--- src/rtl/traffic_light_monitor_if.sv ---
// Light-code bus between the traffic light controller side and the monitor.
// The master drives the light codes and error clear; the monitor reports phase and errors back.
interface traffic_light_monitor_if #(
    parameter int CNT_W = 8
);
    logic [1:0]       ns_light;
    logic [1:0]       ew_light;
    logic             clear_err;
    logic [1:0]       phase;
    logic             locked;
    logic [3:0]       err_pulse;
    logic [3:0]       err_status;
    logic [CNT_W-1:0] cycle_count;

    modport master (
        output ns_light, ew_light, clear_err,
        input  phase, locked, err_pulse, err_status, cycle_count
    );

    modport slave (
        input  ns_light, ew_light, clear_err,
        output phase, locked, err_pulse, err_status, cycle_count
    );
endinterface

--- src/rtl/traffic_light_monitor.sv ---
// Receive-side checker for the controller's ns/ew light codes: locks onto the phase
// sequence and flags conflict, illegal-code, sequence and phase-duration violations.
module traffic_light_monitor #(
    parameter int GREEN_CYCLES  = 5,
    parameter int YELLOW_CYCLES = 2,
    parameter int RUN_W         = 4,
    parameter int CNT_W         = 8
) (
    input  logic                   clk,
    input  logic                   reset,
    traffic_light_monitor_if.slave mon
);
    localparam logic [RUN_W-1:0] RUN_MAX   = '1;
    localparam logic [RUN_W-1:0] RUN_ONE   = RUN_W'(1);
    localparam logic [RUN_W-1:0] GREEN_DUR = RUN_W'(GREEN_CYCLES);
    localparam logic [RUN_W-1:0] YELOW_DUR = RUN_W'(YELLOW_CYCLES);

    typedef enum logic { SYNC, TRACK } state_t;

    // Legal phases share the phase output encoding, so sample_bits[1:0] is the phase.
    typedef enum logic [2:0] {
        S_NSG      = 3'd0,
        S_NSY      = 3'd1,
        S_EWG      = 3'd2,
        S_EWY      = 3'd3,
        S_ALL_RED  = 3'd4,
        S_CONFLICT = 3'd5,
        S_ILLEGAL  = 3'd6
    } sample_t;

    state_t           state_q, state_d;
    logic [1:0]       phase_q, phase_d;
    logic [RUN_W-1:0] run_q, run_d;
    logic             first_q, first_d;
    logic [3:0]       pulse_q, pulse_d;
    logic [3:0]       status_q, status_d;
    logic [CNT_W-1:0] cnt_q, cnt_d;

    sample_t          sample;
    logic [2:0]       sample_bits;
    logic [1:0]       sample_phase;
    logic [RUN_W-1:0] dur, run_inc;

    always_comb begin
        sample = S_ALL_RED;
        if (mon.ns_light == 2'b11 || mon.ew_light == 2'b11) sample = S_ILLEGAL;
        else if (mon.ns_light != 2'b00 && mon.ew_light != 2'b00) sample = S_CONFLICT;
        else if (mon.ns_light == 2'b10) sample = S_NSG;
        else if (mon.ns_light == 2'b01) sample = S_NSY;
        else if (mon.ew_light == 2'b10) sample = S_EWG;
        else if (mon.ew_light == 2'b01) sample = S_EWY;
    end

    assign sample_bits  = sample;
    assign sample_phase = sample_bits[1:0];
    assign dur          = phase_q[0] ? YELOW_DUR : GREEN_DUR;
    assign run_inc      = (run_q == RUN_MAX) ? run_q : run_q + RUN_ONE;

    // NOTE: every variable gets a default first so no path leaves one unassigned (no latch).
    always_comb begin
        state_d = state_q;
        phase_d = phase_q;
        run_d   = run_q;
        first_d = first_q;
        cnt_d   = cnt_q;
        pulse_d = 4'b0000;

        unique case (sample)
            S_ILLEGAL, S_CONFLICT, S_ALL_RED: begin
                pulse_d = (sample == S_ILLEGAL)  ? 4'b0010 :
                          (sample == S_CONFLICT) ? 4'b0001 : 4'b0100;
                state_d = SYNC;
                run_d   = '0;
            end
            default: begin
                if (state_q == SYNC) begin
                    state_d = TRACK;
                    phase_d = sample_phase;
                    run_d   = RUN_ONE;
                    first_d = 1'b1;
                end else if (sample_phase == phase_q) begin
                    // Run length crosses dur+1 exactly once per phase; saturation stops repeats.
                    run_d = run_inc;
                    if (run_inc != run_q && run_inc == dur + RUN_ONE) pulse_d = 4'b1000;
                end else if (sample_phase == phase_q + 2'd1) begin
                    if (!first_q && run_q < dur) pulse_d = 4'b1000;
                    if (phase_q == 2'b11) cnt_d = cnt_q + CNT_W'(1);
                    phase_d = sample_phase;
                    run_d   = RUN_ONE;
                    first_d = 1'b0;
                end else begin
                    pulse_d = 4'b0100;
                    phase_d = sample_phase;
                    run_d   = RUN_ONE;
                    first_d = 1'b1;
                end
            end
        endcase

        status_d = (mon.clear_err ? 4'b0000 : status_q) | pulse_d;
    end

    // NOTE: sequential state uses non-blocking assignments so all registers update together.
    always_ff @(posedge clk or posedge reset) begin
        if (reset) begin
            state_q  <= SYNC;
            phase_q  <= 2'b00;
            run_q    <= '0;
            first_q  <= 1'b0;
            pulse_q  <= 4'b0000;
            status_q <= 4'b0000;
            cnt_q    <= '0;
        end else begin
            state_q  <= state_d;
            phase_q  <= phase_d;
            run_q    <= run_d;
            first_q  <= first_d;
            pulse_q  <= pulse_d;
            status_q <= status_d;
            cnt_q    <= cnt_d;
        end
    end

    assign mon.phase       = phase_q;
    assign mon.locked      = (state_q == TRACK);
    assign mon.err_pulse   = pulse_q;
    assign mon.err_status  = status_q;
    assign mon.cycle_count = cnt_q;
endmodule
--- src/flat_wrapper.sv ---
// flat-port wrapper written by rule: the top's interface ports become plain ports
module traffic_light_monitor_flat 
#(
    parameter int GREEN_CYCLES  = 5,
    parameter int YELLOW_CYCLES = 2,
    parameter int RUN_W         = 4,
    parameter int CNT_W         = 8
)
  (clk, reset, mon_ns_light, mon_ew_light, mon_clear_err, mon_phase, mon_locked, mon_err_pulse, mon_err_status, mon_cycle_count);
  traffic_light_monitor_if #(.CNT_W(CNT_W)) mon_i ();
  input  logic clk;
  input  logic reset;
  input wire logic [$bits(mon_i.ns_light)-1:0] mon_ns_light;
  input wire logic [$bits(mon_i.ew_light)-1:0] mon_ew_light;
  input wire logic [$bits(mon_i.clear_err)-1:0] mon_clear_err;
  output wire logic [$bits(mon_i.phase)-1:0] mon_phase;
  output wire logic [$bits(mon_i.locked)-1:0] mon_locked;
  output wire logic [$bits(mon_i.err_pulse)-1:0] mon_err_pulse;
  output wire logic [$bits(mon_i.err_status)-1:0] mon_err_status;
  output wire logic [$bits(mon_i.cycle_count)-1:0] mon_cycle_count;
  assign mon_i.ns_light = mon_ns_light;
  assign mon_i.ew_light = mon_ew_light;
  assign mon_i.clear_err = mon_clear_err;
  assign mon_phase = mon_i.phase;
  assign mon_locked = mon_i.locked;
  assign mon_err_pulse = mon_i.err_pulse;
  assign mon_err_status = mon_i.err_status;
  assign mon_cycle_count = mon_i.cycle_count;
  traffic_light_monitor #(.GREEN_CYCLES(GREEN_CYCLES), .YELLOW_CYCLES(YELLOW_CYCLES), .RUN_W(RUN_W), .CNT_W(CNT_W)) u_core (.clk(clk), .reset(reset), .mon(mon_i));
endmodule
--- config.mk ---
export PLATFORM = sky130hd
export DESIGN_NAME = traffic_light_monitor_flat
export DESIGN_NICKNAME = d
export VERILOG_FILES = /design/src/rtl/traffic_light_monitor_if.sv /design/src/rtl/traffic_light_monitor.sv /design/src/flat_wrapper.sv
export SDC_FILE = /design/constraint.sdc
export NUM_CORES = 1
export LEC_CHECK = 0
export CORE_ASPECT_RATIO = 0.8
export CORE_MARGIN = 4
export CORE_UTILIZATION = 52
export CTS_CLUSTER_SIZE = 30
export DETAILED_ROUTE_END_ITERATION = 7
export PLACE_DENSITY_LB_ADDON = 0.2
export SLEW_MARGIN = 20
export SYNTH_ARGS = -nofsm -noshare
export SYNTH_HDL_FRONTEND = slang
export SYNTH_SLANG_ARGS = --single-unit
--- constraint.sdc ---
create_clock -name clk -period 2.35 [get_ports clk]
set_clock_uncertainty 0.15 [all_clocks]
set_input_delay 0.47 -clock clk [delete_from_list [all_inputs] [get_ports clk]]
set_output_delay 0.47 -clock clk [all_outputs]
set_load 0.05 [all_outputs]
==> results of run 1 <==
[how the worst min path moves through the flow]
stage	slack, ns	depth (start not counted)	to
3_3_place_gp	0.31	1	u_core.mon.cycle_count[7]$_DFFE_PP0P_
6_report	0.34	3	u_core.run_q[1]$_DFF_PP0_
4_1_cts	0.34	1	u_core.mon.cycle_count[7]$_DFFE_PP0P_
3_5_place_dp	0.33	1	u_core.mon.cycle_count[7]$_DFFE_PP0P_
5_1_grt	0.36	3	u_core.mon.cycle_count[0]$_DFFE_PP0P_
2_1_floorplan	0.33	1	u_core.first_q$_DFFE_PP0P_
[through the flow]
stage	util, %	hold WS (ns)
6_report	71.7	0.337
5_1_grt	71.7	0.360
4_1_cts	71.4	0.344
3_5_place_dp	70.1	0.328
3_3_place_gp	70.1	0.314
2_1_floorplan	-	0.335
[layout by cell type (no fill, tap or decap), drive strengths merged, types with 3 or more instances in the layout]
| master | synthesis | final |
|---|---|---|
| ha | 8 | 8 |
| nor2 | 9 | 9 |
| nor4 | 3 | 3 |
| o21ai | 5 | 5 |
| clkbuf | 1 | 3 |
| a21oi | 4 | 4 |
| dfrtp | 24 | 24 |
| xnor2 | 9 | 9 |
| nand2 | 4 | 4 |
| nand3 | 13 | 13 |
| clkdlybuf4s50 | 0 | 22 |
| inv | 10 | 10 |
| buf | 2 | 24 |
| mux2i | 3 | 3 |
| nand4 | 4 | 4 |
[layout make-up]
cell class	count	area share [%]
flip-flops and latches	24	30.5
well taps	38	2.42
multi-input cells	102	42.1
clock buffers	3	1.15
repair buffers	49	21.9
inverters	10	1.91
[per-layer routing]
layer | track usage, % | vias up
li1 | - | 611
met1 | 26.5 | 599
met2 | 29.4 | 43
met3 | 6.26 | 8
met4 | 6.07 | 0
met5 | 0 | -
[power breakdown]
part           switching (uW)  internal (uW)  total, uW
Clock                     112           59.9        172
Sequential               38.2            442        480
Combinational             276            204        480
Total                     426            705       1130
[kinds of logic after synthesis]
kind of cell | count (synthesis) | synth area share, %
simple gates | 53 | 21.4
compound gates | 25 | 14.3
flops | 24 | 40.5
buf+inv | 13 | 4.98
xor+xnor | 11 | 8.28
fa+ha+maj | 8 | 6.76
mux | 5 | 3.80
[state kept, by name, summed over array words and instances, names as in the netlist]
name / cells
u_core.mon.phase: 2
u_core.mon.err_pulse: 4
u_core.mon.cycle_count: 8
u_core.run_q: 4
u_core.mon.err_status: 4
u_core.mon.locked: 1
u_core.first_q: 1
[worst reg2reg max path: cells and delay by family (launching register included)]
family | cells | cell delay (ns)
simple gates | 4 | 0.88
fa+ha+maj | 1 | 0.30
flops | 1 | 0.48
mux | 1 | 0.18
==> results.cfg, run 1 <==
[sta]
maxSlewViolCount = 0
fin_tns_setup_ns = 0
min_period_ns = 2.32
setup_violations = 0
fin_crit_sh_pct = 98.8
worst_slew_pin_slew_ns = 0.528
hold_viol = 0
slew_headroom_pct = 64.7
layout_setup_ws_ns = 0.0280
fmax_mhz = 431

[setup_path]
slowest_stage = clkdlybuf4s50_1
critPathLaunchType = primary input
critPathLaunch = mon_ns_light[0]
r2r_slack_ns = 0.31
crit_chain = clkdlybuf4s50_1, or3b_4, and2_4, xnor2_2, or4_4, nand3_1
path_max_fanout = 9
path_class = primary input to register
endpoint = u_core.mon.err_status[3]$_DFF_PP0_
crit_required_ns = 2.46
critical_path.max_stage_delay_ns = 0.59
r2r_cells = 6
r2r-end = u_core.mon.err_status[3]$_DFF_PP0_
cp_num_buf_inv = 1
endpoint_kind = register
cp_top_family = simple AND/OR/NAND/NOR gates
crit_cells = 6
cp_data_arrival_time_ns = 2.43
r2r_start = u_core.run_q[0]$_DFF_PP0_

[layout]
layout-drive-gt1-share_pct = 24.5
final_cells = 226
multi_input_area_um2 = 828
fin_nets = 205
nFillCells = 214
ff_latch_area_um2 = 601
antenna_cells = 0
area_growth_pct = 32.8
stdcell_area_um2 = 1970

[logic_synthesis]
synth.top_cell.area_share_pct = 40.5
ys_types = 51
netlist_area_um2 = 1480
yosys_warnings = 0
synth_ff_type = dfrtp_1
synth_edf_count = 0
synth.top_cells.by_count = dfrtp_1 (24), nand3_1 (12), inv_1 (10)
synth-seq-cells = 24
syn_inst = 139
synth-async-reset-ratio_pct = 100
synth.most_common_cell = dfrtp_1
yosysTopAreaCell = dfrtp_1
syn_nets = 154
avgSynthCellArea_um2 = 10.7
yosysSeqAreaShare_pct = 40.5
synth_area_leaders = dfrtp_1 (41%), ha_1 (6.8%), xnor2_1 (4.7%)

[pwr]
power.total_uw = 1130
p_leak_uw = 0.000890
vdd_drop_max_v = 0.000501
power_density_nw_per_um2 = 575

[drt]
wl_met2_um = 1580
wl_met1_um = 1600
ant_nets = 0
wl_met3_um = 163
wl_per_cell_um = 15.1
wl_um = 3410
first_iter_violations = 87
drc = 0
first_pass_iters = 4
vias_per_cell = 5.58
vias = 1261
top_layer = met4

[placement]
place_area_um2 = 1920
dp_slack_ns = -0.500
portBuffers = 25
dp_hpwl_um = 2690
place_congestion = 0.913
place_inst = 223

[clock_tree]
clockBufferDepth = 2
clk_pin_slew_ns = 0.12
clk_latency_ns = 0.31
cts_tree = yes
numCtsBuffers = 3
cts.sinks = 24
post_cts_buffers = 0
post_cts_resized = 5
cts-root-buf = clkbuf_4
htreeDepth = 1
cts_hold_buf = 0

[die]
die_y_um = 55.7
die_area_um2 = 3770
core-area_um2 = 2740
die_w_um = 67.7
num_rows = 17
top_level_ports = 26
start_util_pct = 54.0

[global_routing]
grt_max_degree = 25
overflow = 0
grt_pass1_vias = 1250
grt_antenna_before_repair = 0
grt_usage_pct = 19.6
grt_pass1_wl_um = 5750

[min_path]
hold_class = primary input to async pin

[job]
cap_violations = 0

[status]
status = complete, no violations
No activity file was read; power rests on OpenSTA's default activity.
==> run 2: changes to the inputs <==
--- a/config.mk
+++ b/config.mk
@@ -11,4 +11,5 @@
 export CTS_CLUSTER_SIZE = 30
 export DETAILED_ROUTE_END_ITERATION = 7
+export GPL_TIMING_DRIVEN = 0
 export PLACE_DENSITY_LB_ADDON = 0.2
 export SLEW_MARGIN = 20
--- a/constraint.sdc
+++ b/constraint.sdc
@@ -3,3 +3,3 @@
 set_input_delay 0.47 -clock clk [delete_from_list [all_inputs] [get_ports clk]]
 set_output_delay 0.47 -clock clk [all_outputs]
-set_load 0.05 [all_outputs]
+set_load 0.01 [all_outputs]
==> results.cfg, run 2 (synthesis results as in run 1) <==
[global_routing]
overflow = 0
grt_usage_pct = 17.7
grt_antenna_before_repair = 0
grt_pass1_wl_um = 5250
grt_pass1_vias = 1111
grt_max_degree = 25

[pwr]
intPower_uw = 718
clock_power_share_pct = 19.9
sw_frac_of_total_pct = 32.7
power_density_nw_per_um2 = 565
p_sw_uw = 349
power.total_uw = 1070
p_leak_uw = 0.000823
vdd_drop_max_v = 0.000531
p_comb_share_pct = 35.0
pwr-share-seq_pct = 45.1

[sta]
grt_setup_unrepaired = no
min_period_ns = 2.23
fin_crit_sh_pct = 94.9
setup_violations = 0
worst_slew_pin_slew_ns = 0.880
slew_headroom_pct = 41.3
maxSlewViolCount = 0
fin_tns_setup_ns = 0
hold_viol = 0
fmax_mhz = 448

[drt]
vias_per_cell = 5.64
vias = 1179
ant_nets = 0
first_iter_violations = 79
first_pass_iters = 4
wl_um = 2970
drc = 0
wl_per_cell_um = 14.2

[setup_path]
path_max_fanout = 9
cp_num_buf_inv = 2
endpoint_kind = register
r2r_cells = 6
cp_top_family = simple AND/OR/NAND/NOR gates
cp_data_arrival_time_ns = 2.34
crit_cells = 8
crit_chain = dlygate4sd2_1, ha_1, clkbuf_8, nor3b_1, a22o_1, nand3_1, or4_4, nand3_2
crit_required_ns = 2.46
critPathLaunch = mon_ew_light[0]
path_class = primary input to register
critical_path.max_stage_delay_ns = 0.53
r2r_start = u_core.run_q[0]$_DFF_PP0_
critPathLaunchType = primary input
slowest_stage = or4_4

[placement]
portBuffers = 23
place_congestion = 0.813
dp_hpwl_um = 2220

[layout]
layout-drive-gt1-share_pct = 19.9
fin_nets = 187
largest_register_ffs = 8
ff_latch_area_um2 = 601
layout_commonest_cell = dfrtp_1
final_util_pct = 68.8
multi_input_area_um2 = 852
final_cell_mix = dfrtp_1 (24), clkdlybuf4s50_1 (21), nand3_1 (11)
area_growth_pct = 27.4
nFillCells = 199
antenna_cells = 0

[min_path]
hold_path_depth = 3
hold_start = mon_ns_light[1]
hold_class = primary input to register

[die]
die_area_um2 = 3770
start_util_pct = 54.0
num_rows = 17
core-area_um2 = 2740
die_y_um = 55.7
die_w_um = 67.7
top_level_ports = 26

[clock_tree]
cts-root-buf = clkbuf_4
numCtsBuffers = 3
clk_latency_ns = 0.31
clk_pin_slew_ns = 0.12
cts.sinks = 24
htreeDepth = 1
clockBufferDepth = 2
cts_tree = yes

[job]
cap_violations = 0

[status]
status = complete, no violations
==> run 2: cell count changes in the layout (fill, tap and decap cells not counted), sizes merged <==
cell	previous run	this run
clkdlybuf4s50	22	21
dlymetal6s2s	1	0
clkbuf	3	5
buf	24	7
==> run 2: worst min-delay path: cells and delay by family <==
family          cells  cell delay, ns
buf+inv             2            0.16
compound gates      1            0.08
==> run 2: metal layers <==
layer / wire length [um] / vias up / track usage, % / share of wire [%]
met5: 0 / - / 0 / 0
met3: 176 / 0 / 5.86 / 5.9
met4: 0 / 0 / 3.47 / 0
met2: 1370 / 33 / 24.8 / 46
li1: - / 572 / - / -
met1: 1420 / 574 / 26.5 / 48
==> run 2: layout make-up <==
class,instances,area share [%]
multi-input combinational,102,45.1
sequential,24,31.8
timing repair buffer,28,14.7
tap,38,2.52
inverter,10,1.99
clock buffer,4,1.92
buffer,3,1.92
==> run 2: stage by stage <==
step | instances | worst slack, ns | hold slack, ns | instance area, um^2
5_1_grt | 209 | 0.0270 | 0.288 | 1890
3_3_place_gp | 200 | -0.621 | 0.311 | 1760
4_1_cts | 209 | 0.113 | 0.276 | 1890
6_report | 209 | 0.119 | 0.280 | 1890
2_1_floorplan | 139 | 0.0585 | 0.335 | 1480
3_5_place_dp | 200 | -0.665 | 0.322 | 1760
==> run 2: what timing repair did <==
| item | CTS | global route |
|---|---|---|
| pin swaps | 1 | 0 |
| hold buffers | 0 | 0 |
| buffers inserted | 5 | 0 |
| gates resized for setup | 9 | 1 |
| endpoints found under the setup margin | 14 | 1 |
==> run 2: path summary, 6_finish.rpt <==
path / endpoint / slack [ns]
min reg2reg: u_core.mon.cycle_count[7]$_DFFE_PP0P_ / 0.33
max reg2reg: u_core.mon.err_status[3]$_DFF_PP0_ / 0.32
max: u_core.mon.err_status[3]$_DFF_PP0_ / 0.12
min: u_core.mon.err_pulse[1]$_DFF_PP0_ / 0.28
min in group asynchronous: u_core.mon.cycle_count[5]$_DFFE_PP0P_ / 0.48
max in group asynchronous: u_core.run_q[1]$_DFF_PP0_ / 1.03
==> run 2: power by group through the flow <==
stage	sequential, uW	combinational (uW)	clock, uW
4_1_cts	480	371	218
3_3_place_gp	484	318	0
3_5_place_dp	485	327	0
5_1_grt	487	410	235
6_report	481	374	212
2_1_floorplan	491	214	0
==> run 3: changes to the inputs <==
SLEW_MARGIN = 10   (was 20)
==> results of run 3 <==
Final layout, timing and power as in run 2 (identical DEF).
